--- src/rtl/transform_pkg.sv ---
// rtl/transform_pkg.sv - shared types, board vertex constants and FSM encoding
package transform_pkg;

  localparam int COORD_W = 11;

  typedef logic signed [COORD_W-1:0] coord_t;

  // Board square corners: (LO,LO) (HI,LO) (HI,HI) (LO,HI)
  localparam coord_t BOARD_LO = 11'sd100;
  localparam coord_t BOARD_HI = 11'sd300;

  typedef enum logic [2:0] {
    S_IDLE  = 3'd0,
    S_LATCH = 3'd1,
    S_ISSUE = 3'd2,
    S_DRAIN = 3'd3,
    S_SWAP  = 3'd4
  } state_t;

endpackage

--- src/rtl/transform_sequencer_if.sv ---
// rtl/transform_sequencer_if.sv - sequencer <-> transform_mapping bus
interface transform_sequencer_if;

  transform_pkg::coord_t map_sin_x;
  transform_pkg::coord_t map_sin_y;
  transform_pkg::coord_t map_x;
  transform_pkg::coord_t map_y;
  transform_pkg::coord_t map_x_out;
  transform_pkg::coord_t map_y_out;

  modport master (
    output map_sin_x, map_sin_y, map_x, map_y,
    input  map_x_out, map_y_out
  );

  modport slave (
    input  map_sin_x, map_sin_y, map_x, map_y,
    output map_x_out, map_y_out
  );

endinterface

--- src/rtl/transform_sequencer_vertex_rom.sv ---
// rtl/transform_sequencer_vertex_rom.sv - combinational board vertex lookup
module vertex_rom
  import transform_pkg::*;
#(
  parameter int IDX_W = 3
) (
  input  logic [IDX_W-1:0] idx,
  output coord_t           x,
  output coord_t           y
);

  // Fixed board corners; any other index reads as the origin
  always_comb begin
    x = '0;
    y = '0;
    case (idx)
      IDX_W'(0): begin x = BOARD_LO; y = BOARD_LO; end
      IDX_W'(1): begin x = BOARD_HI; y = BOARD_LO; end
      IDX_W'(2): begin x = BOARD_HI; y = BOARD_HI; end
      IDX_W'(3): begin x = BOARD_LO; y = BOARD_HI; end
      default:   begin x = '0;       y = '0;       end
    endcase
  end

endmodule

--- src/rtl/transform_sequencer.sv ---
// rtl/transform_sequencer.sv - frame sequencer feeding transform_mapping into a double-buffered table
module transform_sequencer
  import transform_pkg::*;
#(
  parameter int N_POINTS  = 5,
  parameter int XFORM_LAT = 2,
  parameter int IDX_W     = 3
) (
  input  logic                  clk,
  input  logic                  rst_n,
  input  logic                  frame_start,
  input  coord_t                tilt_sin_x,
  input  coord_t                tilt_sin_y,
  input  coord_t                ball_x,
  input  coord_t                ball_y,
  transform_sequencer_if.master map,
  input  logic [IDX_W-1:0]      rd_idx,
  output coord_t                rd_x,
  output coord_t                rd_y,
  output logic                  busy,
  output logic                  done,
  output logic                  overrun
);

  state_t                          state_q, state_d;
  logic [IDX_W-1:0]                idx_q, idx_d;
  coord_t                          sin_x_q, sin_x_d, sin_y_q, sin_y_d;
  coord_t                          ball_x_q, ball_x_d, ball_y_q, ball_y_d;
  coord_t                          map_x_q, map_x_d, map_y_q, map_y_d;
  logic                            disp_q, disp_d;
  logic                            done_q, done_d, ovr_q, ovr_d;
  logic [XFORM_LAT-1:0]            tag_vld_q, tag_vld_d;
  logic [XFORM_LAT-1:0][IDX_W-1:0] tag_idx_q, tag_idx_d;
  coord_t                          bank_x_q [2][N_POINTS];
  coord_t                          bank_x_d [2][N_POINTS];
  coord_t                          bank_y_q [2][N_POINTS];
  coord_t                          bank_y_d [2][N_POINTS];
  coord_t                          rd_x_q, rd_x_d, rd_y_q, rd_y_d;
  coord_t                          rom_x, rom_y;
  logic [IDX_W-1:0]                wr_idx;

  vertex_rom #(.IDX_W(IDX_W)) u_rom (
    .idx (idx_q),
    .x   (rom_x),
    .y   (rom_y)
  );

  // Frame FSM: next state, operand snapshot, vertex/drain counter, bank flip
  always_comb begin
    state_d  = state_q;
    idx_d    = idx_q;
    sin_x_d  = sin_x_q;
    sin_y_d  = sin_y_q;
    ball_x_d = ball_x_q;
    ball_y_d = ball_y_q;
    disp_d   = disp_q;
    done_d   = 1'b0;
    ovr_d    = frame_start && (state_q != S_IDLE);
    case (state_q)
      S_IDLE: begin
        if (frame_start) state_d = S_LATCH;
      end
      S_LATCH: begin
        sin_x_d  = tilt_sin_x;
        sin_y_d  = tilt_sin_y;
        ball_x_d = ball_x;
        ball_y_d = ball_y;
        idx_d    = '0;
        state_d  = S_ISSUE;
      end
      S_ISSUE: begin
        if (idx_q == IDX_W'(N_POINTS - 1)) begin
          idx_d   = '0;
          state_d = S_DRAIN;
        end else begin
          idx_d = idx_q + IDX_W'(1);
        end
      end
      S_DRAIN: begin
        // idx doubles as the drain counter once issuing is over
        if (idx_q == IDX_W'(XFORM_LAT - 1)) state_d = S_SWAP;
        else                                idx_d   = idx_q + IDX_W'(1);
      end
      S_SWAP: begin
        disp_d  = ~disp_q;
        done_d  = 1'b1;
        state_d = S_IDLE;
      end
      default: state_d = S_IDLE;
    endcase
  end

  // Vertex issue, result tag pipe, work-bank capture and display-bank read
  always_comb begin
    map_x_d = map_x_q;
    map_y_d = map_y_q;
    if (state_q == S_ISSUE) begin
      if (idx_q == IDX_W'(N_POINTS - 1)) begin
        map_x_d = ball_x_q;
        map_y_d = ball_y_q;
      end else begin
        map_x_d = rom_x;
        map_y_d = rom_y;
      end
    end

    tag_vld_d    = '0;
    tag_idx_d    = '0;
    tag_vld_d[0] = (state_q == S_ISSUE);
    tag_idx_d[0] = idx_q;
    for (int i = 1; i < XFORM_LAT; i++) begin
      tag_vld_d[i] = tag_vld_q[i-1];
      tag_idx_d[i] = tag_idx_q[i-1];
    end

    bank_x_d = bank_x_q;
    bank_y_d = bank_y_q;
    wr_idx   = tag_idx_q[XFORM_LAT-1];
    if (tag_vld_q[XFORM_LAT-1] && ({1'b0, wr_idx} < (IDX_W+1)'(N_POINTS))) begin
      bank_x_d[~disp_q][wr_idx] = map.map_x_out;
      bank_y_d[~disp_q][wr_idx] = map.map_y_out;
    end

    // Read through the bank selected after this edge so done and new data coincide
    rd_x_d = '0;
    rd_y_d = '0;
    if ({1'b0, rd_idx} < (IDX_W+1)'(N_POINTS)) begin
      rd_x_d = bank_x_q[disp_d][rd_idx];
      rd_y_d = bank_y_q[disp_d][rd_idx];
    end
  end

  // FSM state register
  always_ff @(posedge clk or negedge rst_n) begin
    if (!rst_n) state_q <= S_IDLE;
    else        state_q <= state_d;
  end

  // Datapath registers; reset also discards any partially written work bank
  always_ff @(posedge clk or negedge rst_n) begin
    if (!rst_n) begin
      idx_q     <= '0;
      sin_x_q   <= '0;
      sin_y_q   <= '0;
      ball_x_q  <= '0;
      ball_y_q  <= '0;
      map_x_q   <= '0;
      map_y_q   <= '0;
      disp_q    <= 1'b0;
      done_q    <= 1'b0;
      ovr_q     <= 1'b0;
      tag_vld_q <= '0;
      tag_idx_q <= '0;
      rd_x_q    <= '0;
      rd_y_q    <= '0;
      for (int b = 0; b < 2; b++) begin
        for (int i = 0; i < N_POINTS; i++) begin
          bank_x_q[b][i] <= '0;
          bank_y_q[b][i] <= '0;
        end
      end
    end else begin
      idx_q     <= idx_d;
      sin_x_q   <= sin_x_d;
      sin_y_q   <= sin_y_d;
      ball_x_q  <= ball_x_d;
      ball_y_q  <= ball_y_d;
      map_x_q   <= map_x_d;
      map_y_q   <= map_y_d;
      disp_q    <= disp_d;
      done_q    <= done_d;
      ovr_q     <= ovr_d;
      tag_vld_q <= tag_vld_d;
      tag_idx_q <= tag_idx_d;
      rd_x_q    <= rd_x_d;
      rd_y_q    <= rd_y_d;
      bank_x_q  <= bank_x_d;
      bank_y_q  <= bank_y_d;
    end
  end

  assign map.map_sin_x = sin_x_q;
  assign map.map_sin_y = sin_y_q;
  assign map.map_x     = map_x_d;
  assign map.map_y     = map_y_d;
  assign rd_x          = rd_x_q;
  assign rd_y          = rd_y_q;
  assign busy          = (state_q != S_IDLE);
  assign done          = done_q;
  assign overrun       = ovr_q;

endmodule
--- src/flat_wrapper.sv ---
// flat-port wrapper written by rule: the top's interface ports become plain ports
module transform_sequencer_flat import transform_pkg::*;
#(
  parameter int N_POINTS  = 5,
  parameter int XFORM_LAT = 2,
  parameter int IDX_W     = 3
)
  (clk, rst_n, frame_start, tilt_sin_x, tilt_sin_y, ball_x, ball_y, rd_idx, rd_x, rd_y, busy, done, overrun, map_map_sin_x, map_map_sin_y, map_map_x, map_map_y, map_map_x_out, map_map_y_out);
  transform_sequencer_if map_i ();
  input  logic clk;
  input  logic rst_n;
  input  logic frame_start;
  input  coord_t tilt_sin_x;
  input  coord_t tilt_sin_y;
  input  coord_t ball_x;
  input  coord_t ball_y;
  input  logic [IDX_W-1:0] rd_idx;
  output coord_t rd_x;
  output coord_t rd_y;
  output logic busy;
  output logic done;
  output logic overrun;
  output wire logic [$bits(map_i.map_sin_x)-1:0] map_map_sin_x;
  output wire logic [$bits(map_i.map_sin_y)-1:0] map_map_sin_y;
  output wire logic [$bits(map_i.map_x)-1:0] map_map_x;
  output wire logic [$bits(map_i.map_y)-1:0] map_map_y;
  input wire logic [$bits(map_i.map_x_out)-1:0] map_map_x_out;
  input wire logic [$bits(map_i.map_y_out)-1:0] map_map_y_out;
  assign map_map_sin_x = map_i.map_sin_x;
  assign map_map_sin_y = map_i.map_sin_y;
  assign map_map_x = map_i.map_x;
  assign map_map_y = map_i.map_y;
  assign map_i.map_x_out = map_map_x_out;
  assign map_i.map_y_out = map_map_y_out;
  transform_sequencer #(.N_POINTS(N_POINTS), .XFORM_LAT(XFORM_LAT), .IDX_W(IDX_W)) u_core (.clk(clk), .rst_n(rst_n), .frame_start(frame_start), .tilt_sin_x(tilt_sin_x), .tilt_sin_y(tilt_sin_y), .ball_x(ball_x), .ball_y(ball_y), .map(map_i), .rd_idx(rd_idx), .rd_x(rd_x), .rd_y(rd_y), .busy(busy), .done(done), .overrun(overrun));
endmodule
--- config.mk ---
export PLATFORM = sky130hd
export DESIGN_NAME = transform_sequencer_flat
export DESIGN_NICKNAME = d
export VERILOG_FILES = /design/src/rtl/transform_pkg.sv /design/src/rtl/transform_sequencer_if.sv /design/src/rtl/transform_sequencer_vertex_rom.sv /design/src/rtl/transform_sequencer.sv /design/src/flat_wrapper.sv
export SDC_FILE = /design/constraint.sdc
export NUM_CORES = 1
export LEC_CHECK = 0
export ABC_AREA = 1
export BUFFER_PORTS_ARGS = -buffer_cell sky130_fd_sc_hd__buf_2
export CORE_UTILIZATION = 50
export CTS_CLUSTER_DIAMETER = 50
export DETAILED_ROUTE_END_ITERATION = 8
export GPL_ROUTABILITY_DRIVEN = 0
export PLACE_DENSITY = 0.68
export SKIP_LAST_GASP = 1
export SLEW_MARGIN = 20
export SYNTH_ARGS = -nofsm -noshare
export SYNTH_HDL_FRONTEND = slang
export SYNTH_SLANG_ARGS = --single-unit
--- constraint.sdc ---
create_clock -name clk -period 2.7 [get_ports clk]
set_clock_uncertainty 0.2 [all_clocks]
set_input_delay 0.27 -clock clk [delete_from_list [all_inputs] [get_ports clk]]
set_output_delay 0.27 -clock clk [all_outputs]
set_load 0.005 [all_outputs]
==> results.sh <==
export IMPL_hold_viol_final=0
export IMPL_outcome="finished clean"
export IMPL_arrival_ps=2080
export IMPL_synth_nets=1639
export IMPL_ir_drop_uv=697.0
export IMPL_ant_nets=0
export IMPL_synth_top_area_cell="dfrtp_1"
export IMPL_yosysSeqAreaShare=0.5872
export IMPL_drcViolationCount=0
export IMPL_synthesis_area_per_instance_um2=8.867
export IMPL_num_antenna_cells=0
export IMPL_period_needed_ps=2554
export IMPL_start_util=0.5125
export IMPL_numCtsBuffers=37
export IMPL_cp_top_family="buffers and inverters"
export IMPL_path_cells="inv_1 > ha_1 > nand2_1 > inv_1 > buf_8 > nand2_1 > a21oi_1 > buf_2"
export IMPL_rows=60
export IMPL_vias=11569
export IMPL_setup_viol=0
export IMPL_slowest_stage="dfrtp_1"
export IMPL_insertion_delay_ps=520
export IMPL_synth_compound_area_frac=0.1033
export IMPL_criticalPathCategory="reg -> out"
export IMPL_ios=141
export IMPL_grt_pass1_vias=11609
export IMPL_start_kind="flip-flop"
export IMPL_power_mw=20.09
export IMPL_yosys_area_top_type_share=0.5872
export IMPL_synth_top_family_by_area="simple AND/OR/NAND/NOR gates"
export IMPL_synthTopCellsByArea="dfrtp_1 59%, nand2_1 12%, o21ai_0 7.0%"
export IMPL_max_stage_delay_ps=410
export IMPL_die_area_um2=28370
export IMPL_synth_adder_area_share=0.004517
export IMPL_synth_xor_area_frac=0
export IMPL_post_dp_cell_area_um2=15060
export IMPL_fp_dieW_um=168.4
export IMPL_grt_max_degree=78
export IMPL_finalMaxSlewViolations=0
export IMPL_fmax_mhz=391.5
export IMPL_drive_gt1_frac=0.1694
export IMPL_finalNetCount=1832
export IMPL_cts_root_buf="clkbuf_16"
export IMPL_crit_fanout=20
export IMPL_clk_path_buf_depth=3
export IMPL_crit_start="u_core.idx_q[0]"
export IMPL_routedWlPerCell_um=17.49
export IMPL_worstSetupEndpointType="output pin"
export IMPL_r2r_cells=10
export IMPL_grt_pass1_wl_um=60550
export IMPL_final_period_utilization=0.9461
export IMPL_area_growth_syn_to_layout_pct=23.18
export IMPL_cp_required_ps=2230
export IMPL_power_density_nw_per_um2=1178
export IMPL_whs_endpoint="u_core.bank_y_q[71]"
export IMPL_coreArea_um2=27030
export IMPL_path_clk_slew_ps=60
export IMPL_synth_seq_cells=325
export IMPL_hold_depth=3
export IMPL_rsz0062_at_grt="true"
export IMPL_hpwl_um=21210
export IMPL_antenna_found_initial=0
export IMPL_hold_path_startpoint="map_map_y_out[5]"
export IMPL_p_leak_nw=8.428
export IMPL_synth_cells=1562
export IMPL_cts_tree="built"
export IMPL_synth_area_mux_share=0.03578
export IMPL_synthSimpleGateAreaFrac=0.2203
export IMPL_cts_sinks=325
export IMPL_layoutNonFillerInstCount=2124
export IMPL_syn_cell_area_um2=13850
export IMPL_max_slew_margin_rel=0.5567
export IMPL_placed_cells_incl_taps=1990
export IMPL_max_slew_worst_pin_slew_ps=662.5
export IMPL_io_buffers=140
export IMPL_die_h_um=168.4
export IMPL_reg2reg_from="u_core.state_q[0]"
export IMPL_cts_setup_buffers=0
export IMPL_grt_util_all_layers=0.2702
export IMPL_rrSetupSlack_ps=650
export IMPL_maxCapViolations=0
export IMPL_via_per_inst=5.447
export IMPL_drt_total_wl_um=37150
export IMPL_top_regs="u_core.bank_x_q (110), u_core.bank_y_q (110)"
export IMPL_ys_warnings_count=0
export IMPL_cts_max_level=2
export IMPL_fin_area_um2=17060
export IMPL_first_pass_iters=5
export IMPL_ys_types=25
export IMPL_dr_first_iter_drc_count=857
export IMPL_crit_buf_inv=4
export IMPL_rr_endpoint="u_core.rd_x[6]"
export IMPL_hp_class="in -> reg"
export IMPL_grt_ovfl_total=0
metrics by stage:
| step | TNS (ps) | worst slack, ps | utilization | hold WS, ps |
|---|---|---|---|---|
| after CTS | 0 | 93.45 | 0.6307 | 20.91 |
| after floorplan | 0 | 839.2 | - | -225.6 |
| final | 0 | 145.6 | 0.6313 | 43.61 |
| after global routing | -6.213 | -6.213 | 0.6313 | 66.59 |
| after global placement | 0 | 641.0 | 0.5572 | 109.7 |
| after detailed placement | 0 | 648.7 | 0.5572 | 107.9 |
cells in the mapped netlist, drive strengths merged:
| library cell | count |
|---|---|
| nor3 | 3 |
| o211ai | 1 |
| nand3 | 194 |
| a21oi | 72 |
| nand2 | 433 |
| nand4 | 1 |
| clkbuf | 64 |
| a21boi | 1 |
| nor2 | 109 |
| dfrtp | 325 |
| o21ai | 207 |
| ha | 5 |
| a31oi | 3 |
| buf | 31 |
| nand3b | 1 |
| inv | 68 |
| mux2 | 44 |
worst min-delay path: stages:
cell     delay (ps)
buf_2           110
inv_1           150
a21oi_1         160
kinds of logic (layout without fill, tap and decap cells):
family	after synthesis	after routing
simple gates	741	741
flops	325	325
compound gates	284	284
buf+inv	163	384
mux	44	44
fa+ha+maj	5	5
timing repair:
action,4_1_cts,5_1_grt
hold buffers,67,0
gates resized for setup,0,6
hold endpoints to repair,283,0
setup endpoints to repair,0,9
how the worst max path moves through the flow:
stage                endpoint  slack (ps)  cells past startpoint
5_1_grt          map_map_y[3]          -6                      8
3_3_place_gp   u_core.rd_y[0]         640                      9
6_report         map_map_y[5]         150                      8
4_1_cts          map_map_x[6]          90                      7
3_5_place_dp     map_map_y[3]         650                      8
2_1_floorplan    map_map_y[3]         840                      7
per-layer routing:
| metal | GRT usage | up-vias | share of wire | wire [um] |
|---|---|---|---|---|
| li1 | - | 5510 | - | - |
| met1 | 0.3692 | 5578 | 0.43 | 16130 |
| met2 | 0.4375 | 415 | 0.47 | 17350 |
| met3 | 0.05524 | 66 | 0.077 | 2870 |
| met4 | 0.07945 | 0 | 0.022 | 801 |
| met5 | 0 | - | 0 | 0 |
layout by cell type (no fill, tap or decap), types with 4 or more instances in the layout:
master	count
a21oi_1	72
buf_12	12
buf_2	139
buf_4	29
bufinv_16	5
clkbuf_1	6
clkbuf_16	39
clkbuf_8	7
clkinv_2	4
dfrtp_1	325
dlygate4sd3_1	67
ha_1	5
inv_1	65
mux2_2	44
nand2_1	430
nand3_1	192
nor2_1	102
nor2_2	5
o21ai_0	195
o21ai_1	12
power by group:
| group | switching (mW) | leakage (nW) | internal, mW | total (mW) |
|---|---|---|---|---|
| Combinational | 3.79 | 4.04 | 2.66 | 6.45 |
| Sequential | 1.20 | 3.75 | 7.13 | 8.33 |
| Clock | 1.99 | 0.639 | 3.32 | 5.32 |
| Total | 6.98 | 8.43 | 13.1 | 20.1 |
layout make-up:
class	count	area, um2
inverter	68	257.7
fill	2215	9966
tap	341	426.7
timing repair buffer	249	1854
multi-input combinational	1074	5072
clock buffer	52	1095
sequential	325	8133
clock inverter	15	221.5
Note: power is estimated with default switching activity, not from simulation.
